--- src/rtl/modular_correction_stage.sv ---
// rtl/modular_correction_stage.sv - modulo-M reduction of the raw sum, 2-deep valid/ready pipeline with drain-before-reconfigure FSM
module modular_correction_stage #(
  parameter int W         = 4,
  parameter int RESET_MOD = 13
) (
  input  logic         clk,
  input  logic         rst_n,
  input  logic         cfg_we,
  input  logic [W-1:0] cfg_mod,
  output logic         cfg_busy,
  output logic         mod_err,
  input  logic         in_valid,
  output logic         in_ready,
  input  logic [W:0]   in_sum,
  output logic         out_valid,
  input  logic         out_ready,
  output logic [W-1:0] out_res,
  output logic         out_ovf,
  output logic [7:0]   err_cnt
);

  typedef enum logic [1:0] {
    ST_RUN   = 2'd0,
    ST_DRAIN = 2'd1,
    ST_LOAD  = 2'd2
  } state_t;

  localparam logic [W-1:0] LP_RESET_MOD = W'(RESET_MOD);

  state_t              r_state;
  logic [W-1:0]        r_mod;
  logic [W-1:0]        r_pend;
  logic                r_mod_err;

  logic                r_v1;
  logic [W:0]          r_sum1;
  logic signed [W+1:0] r_diff1;
  logic                r_ovf1;

  logic                r_v2;
  logic [W-1:0]        r_res;
  logic                r_ovf2;
  logic [7:0]          r_err_cnt;

  logic                w_s2_load;
  logic                w_in_ready;
  logic                w_in_accept;
  logic [W+1:0]        w_twice_mod;
  logic                w_ovf;
  logic signed [W+1:0] w_diff;
  logic [W-1:0]        w_res;

  // S2 takes a new entry whenever it is empty or its current one is consumed.
  assign w_s2_load   = !r_v2 || out_ready;
  assign w_in_ready  = (r_state == ST_RUN) && (!r_v1 || w_s2_load);
  assign w_in_accept = in_valid && w_in_ready;

  // Overflow test and trial subtraction both done at full width so no bits are lost.
  assign w_twice_mod = {1'b0, r_mod, 1'b0};
  assign w_ovf       = ({1'b0, in_sum} >= w_twice_mod);
  assign w_diff      = $signed({1'b0, in_sum}) - $signed({2'b00, r_mod});

  // A negative trial difference means the sum was already below M.
  assign w_res = r_ovf1 ? '0 : (r_diff1[W+1] ? r_sum1[W-1:0] : r_diff1[W-1:0]);

  // Stage 1: capture the raw sum with its trial difference and overflow flag.
  always_ff @(posedge clk or negedge rst_n) begin
    if (!rst_n) begin
      r_v1    <= 1'b0;
      r_sum1  <= '0;
      r_diff1 <= '0;
      r_ovf1  <= 1'b0;
    end else if (w_in_accept) begin
      r_v1    <= 1'b1;
      r_sum1  <= in_sum;
      r_diff1 <= w_diff;
      r_ovf1  <= w_ovf;
    end else if (w_s2_load) begin
      r_v1    <= 1'b0;
    end
  end

  // Stage 2: register the residue and count out-of-range entries, saturating at 255.
  always_ff @(posedge clk or negedge rst_n) begin
    if (!rst_n) begin
      r_v2      <= 1'b0;
      r_res     <= '0;
      r_ovf2    <= 1'b0;
      r_err_cnt <= '0;
    end else if (w_s2_load) begin
      r_v2 <= r_v1;
      if (r_v1) begin
        r_res  <= w_res;
        r_ovf2 <= r_ovf1;
        if (r_ovf1 && (r_err_cnt != 8'hFF)) begin
          r_err_cnt <= r_err_cnt + 8'd1;
        end
      end
    end
  end

  // Reconfiguration: accept a legal modulus, wait for both stages to empty, then swap M.
  always_ff @(posedge clk or negedge rst_n) begin
    if (!rst_n) begin
      r_state   <= ST_RUN;
      r_mod     <= LP_RESET_MOD;
      r_pend    <= LP_RESET_MOD;
      r_mod_err <= 1'b0;
    end else begin
      case (r_state)
        ST_RUN: begin
          if (cfg_we) begin
            if (cfg_mod >= W'(2)) begin
              r_pend  <= cfg_mod;
              r_state <= ST_DRAIN;
            end else begin
              r_mod_err <= 1'b1;
            end
          end
        end
        ST_DRAIN: begin
          if (!r_v1 && !r_v2) begin
            r_state <= ST_LOAD;
          end
        end
        ST_LOAD: begin
          r_mod   <= r_pend;
          r_state <= ST_RUN;
        end
        default: begin
          r_state <= ST_RUN;
        end
      endcase
    end
  end

  assign in_ready  = w_in_ready;
  assign out_valid = r_v2;
  assign out_res   = r_res;
  assign out_ovf   = r_ovf2;
  assign err_cnt   = r_err_cnt;
  assign mod_err   = r_mod_err;
  assign cfg_busy  = (r_state != ST_RUN);

endmodule

--- config.mk ---
export PLATFORM = sky130hd
export DESIGN_NAME = modular_correction_stage
export DESIGN_NICKNAME = d
export VERILOG_FILES = /design/src/rtl/modular_correction_stage.sv
export SDC_FILE = /design/constraint.sdc
export NUM_CORES = 1
export LEC_CHECK = 0
export ABC_AREA = 1
export CORE_AREA = 2 2 89 91
export CTS_BUF_LIST = sky130_fd_sc_hd__clkbuf_4
export DETAILED_ROUTE_END_ITERATION = 8
export DIE_AREA = 0 0 91 93
export PLACE_DENSITY_LB_ADDON = 0.3
export SLEW_MARGIN = 25
export SYNTH_ARGS = -nofsm -noshare
export SYNTH_HDL_FRONTEND = slang
export SYNTH_SLANG_ARGS = --single-unit
--- constraint.sdc ---
create_clock -name clk -period 3.3 [get_ports clk]
set_clock_uncertainty 0.2 [all_clocks]
set_input_delay 0.99 -clock clk [delete_from_list [all_inputs] [get_ports clk]]
set_output_delay 0.99 -clock clk [all_outputs]
set_load 0.03 [all_outputs]
==> results.cfg <==
[clocking]
path_clk_slew_ps = 110
clk_path_buf_depth = 2
htree_levels = 2
cts_setup_buffers = 0
postCtsHoldBufs = 0
cts_inserted_buffers = 5
cts_resized = 0
clk_latency_ps = 340
clock-sinks = 36
cts_tree = done
root_buffer = clkbuf_4

[timing]
fin_tns_setup_ps = 0
min_period_ps = 3133
max_freq_mhz = 319.2
slew_viol_final = 0
tightestPinTransition_ps = 468.2
slew_headroom_pct = 68.79
post-route-period-util_pct = 94.94
rsz0062_at_grt = false
hold_violations = 0
setup_viol = 0

[detailed_routing]
drtIter0Drc = 50
avgRoutedWirePerCell_um = 10.12
drc = 0
ant_nets = 0
firstDrtPassIters = 4
vias_per_cell = 4.044
vias = 1464
wl_mm = 3.665

[final_layout]
final_common_cell = nand2_1
syn_to_final_growth_pct = 29.86
antennaDiodeCount = 0
final_cell_mix = 86 x nand2_1, 30 x dfrtp_1, 29 x clkdlybuf4s50_1
drive_above_1_share_pct = 9.615
nNetsFinal = 283
fin_area_mm2 = 0.002367

[worst_setup_path]
worstPathBufferInverterCount = 4
start_kind = input pin
cpPeakStageDelay_ps = 480
cpLargestDelayFamily = buffers and inverters
worstPathRequired_ps = 2110
cp_max_fo = 2
cp_cell_sequence = clkdlybuf4s50_1, inv_1, nand3_1, nand2_1, inv_2, buf_4
crit_slowest_cell = clkdlybuf4s50_1
worst_setup_path_end_kind = output pin
crit_arrival_ps = 1940
critical_path_class = input pin to output pin

[placement]
io_buffer_count = 30
dp_hpwl_mm = 2.710
placed_cell_area_mm2 = 0.002240
globalplace.congestion = 0.7465

[logic_synthesis]
syn_inst = 223
synth_top_area_cell = dfrtp_1
yosysWarnings = 0
synth.area.top_cells = dfrtp_1 41%, nand2_1 18%, dfstp_2 8.6%
syn_nets = 247
ys_types = 26
synth.avg_cell_area_um2 = 8.175
synth-seq-cells = 36
ys_seq_area_share_pct = 49.83
synth_top_area_share_pct = 41.18
netlist_area_mm2 = 0.001823

[power_and_ir_drop]
combPwrFrac_pct = 41.5
irDropWorstVdd_mv = 0.5105
sw_frac_of_total_pct = 38.59
pwr-share-seq_pct = 36.7
switchingPower_w = 0.0008243
p_per_area_mw_per_mm2 = 902.4
p_leak_nw = 1.159
internal-power_w = 0.001312
pwr-share-clk_pct = 21.8

[global_routing]
grt_overflow = 0
grt_usage_pct = 9.468
grt_pass1_vias = 1366
grt_pass1_wl_mm = 6.430
grt_start_max_net_pins = 37
grt_antenna_before_repair = 0

[floorplan]
initial_core_util_pct = 24.22
boundaryPins = 31
fp.dieW_um = 91
die_h_um = 93
row_count = 32
core_area_mm2 = 0.007527
design.die.area_mm2 = 0.008463

[flow_run]
drv_cap = 0

[outcome]
status = completed

[worst_hold_path]
hold_path.class = register to register
[Yosys cell counts]
cell type,instances
nand3_1,12
nor2_1,12
nand3b_1,1
a21oi_1,6
xnor2_1,2
o21bai_1,1
inv_2,1
nor2_2,3
nand3_2,1
buf_6,1
nand2_2,2
mux2_2,1
ha_1,9
dfstp_2,6
o21ai_0,11
or2_1,1
a21oi_2,1
o31ai_1,1
inv_1,26
buf_2,1
xor2_1,2
dfrtp_1,30
fa_1,1
o21ai_1,4
nand2_1,86
nor4_1,1
[kinds of logic after synthesis]
logic type	synth area share (%)
xor gates and xnor gates	1.922
adders and majority gates	7.275
muxes	0.6177
AOI/OAI and AO/OA	7.070
and+or+nand+nor	26.84
DFF	49.83
buffers and inverters	6.451
[stage by stage]
stage               setup slack [ps]  total power [W]  cells  hold slack (ps)  util (%)
global placement               148.7         0.001677    354            253.4     29.75
finish                         167.1         0.002136    362            274.7     31.45
global route                   86.57         0.002322    362            293.7     31.45
CTS                            142.3         0.002171    362            275.9     31.45
floorplan                      783.8         0.001399    223            236.6         -
detailed placement             151.9         0.001693    354            255.7     29.75
[power groups by stage]
stage                     clock, W  combinational [W]  sequential (W)
after CTS                 0.000481           0.000905        0.000785
after floorplan                  0           0.000535        0.000865
after global placement           0           0.000887        0.000790
after detailed placement         0           0.000900        0.000793
final                     0.000467           0.000886        0.000783
after global routing      0.000501            0.00101        0.000812
[cell type report]
type,instances,area (um^2)
Inverter,27,101.3
Clock buffer,5,37.54
Multi-Input combinational cell,158,797.0
Clock inverter,3,90.09
Fill cell,849,5160
Timing Repair Buffer,31,305.3
Tap cell,102,127.6
Sequential cell,36,908.4
[routing by layer]
metal	up-vias	wire, um	GRT usage (%)
met5	-	0	0
met3	4	105	2.095
met4	0	53	3.788
li1	771	-	-
met2	21	1654	14.57
met1	668	1852	12.97
[path summary, 6_finish.rpt]
| path | endpoint | startpoint | slack, ps | depth (start not counted) |
|---|---|---|---|---|
| min in group asynchronous | err_cnt[5]$_DFFE_PN0P_ | rst_n | 860 | 2 |
| worst min register to register | r_pend[3]$_DFFE_PN1P_ | r_pend[3]$_DFFE_PN1P_ | 270 | 2 |
| worst min-delay path | r_pend[3]$_DFFE_PN1P_ | r_pend[3]$_DFFE_PN1P_ | 270 | 2 |
| max in group asynchronous | r_mod[0]$_DFFE_PN1N_ | rst_n | 1690 | 2 |
| worst max register to register | err_cnt[2]$_DFFE_PN0P_ | err_cnt[0]$_DFFE_PN0P_ | 1570 | 6 |
| worst max-delay path | in_ready | out_ready | 170 | 6 |
[worst reg2reg max path, stage by stage (launching register included)]
cell	delay, ps
dfrtp_1	450
ha_1	250
nand3_1	170
inv_1	90
a21oi_2	340
nand2_1	90
nand2_1	80
[state kept, by name, indices dropped and copies added (netlist names)]
signal / flops
err_cnt: 8
r_diff1: 5
out_res: 4
r_mod: 4
r_pend: 4
r_sum1: 4
r_state: 2
mod_err: 1
out_ovf: 1
out_valid: 1
r_ovf1: 1
r_v1: 1
(Power assumes the default switching activity.)
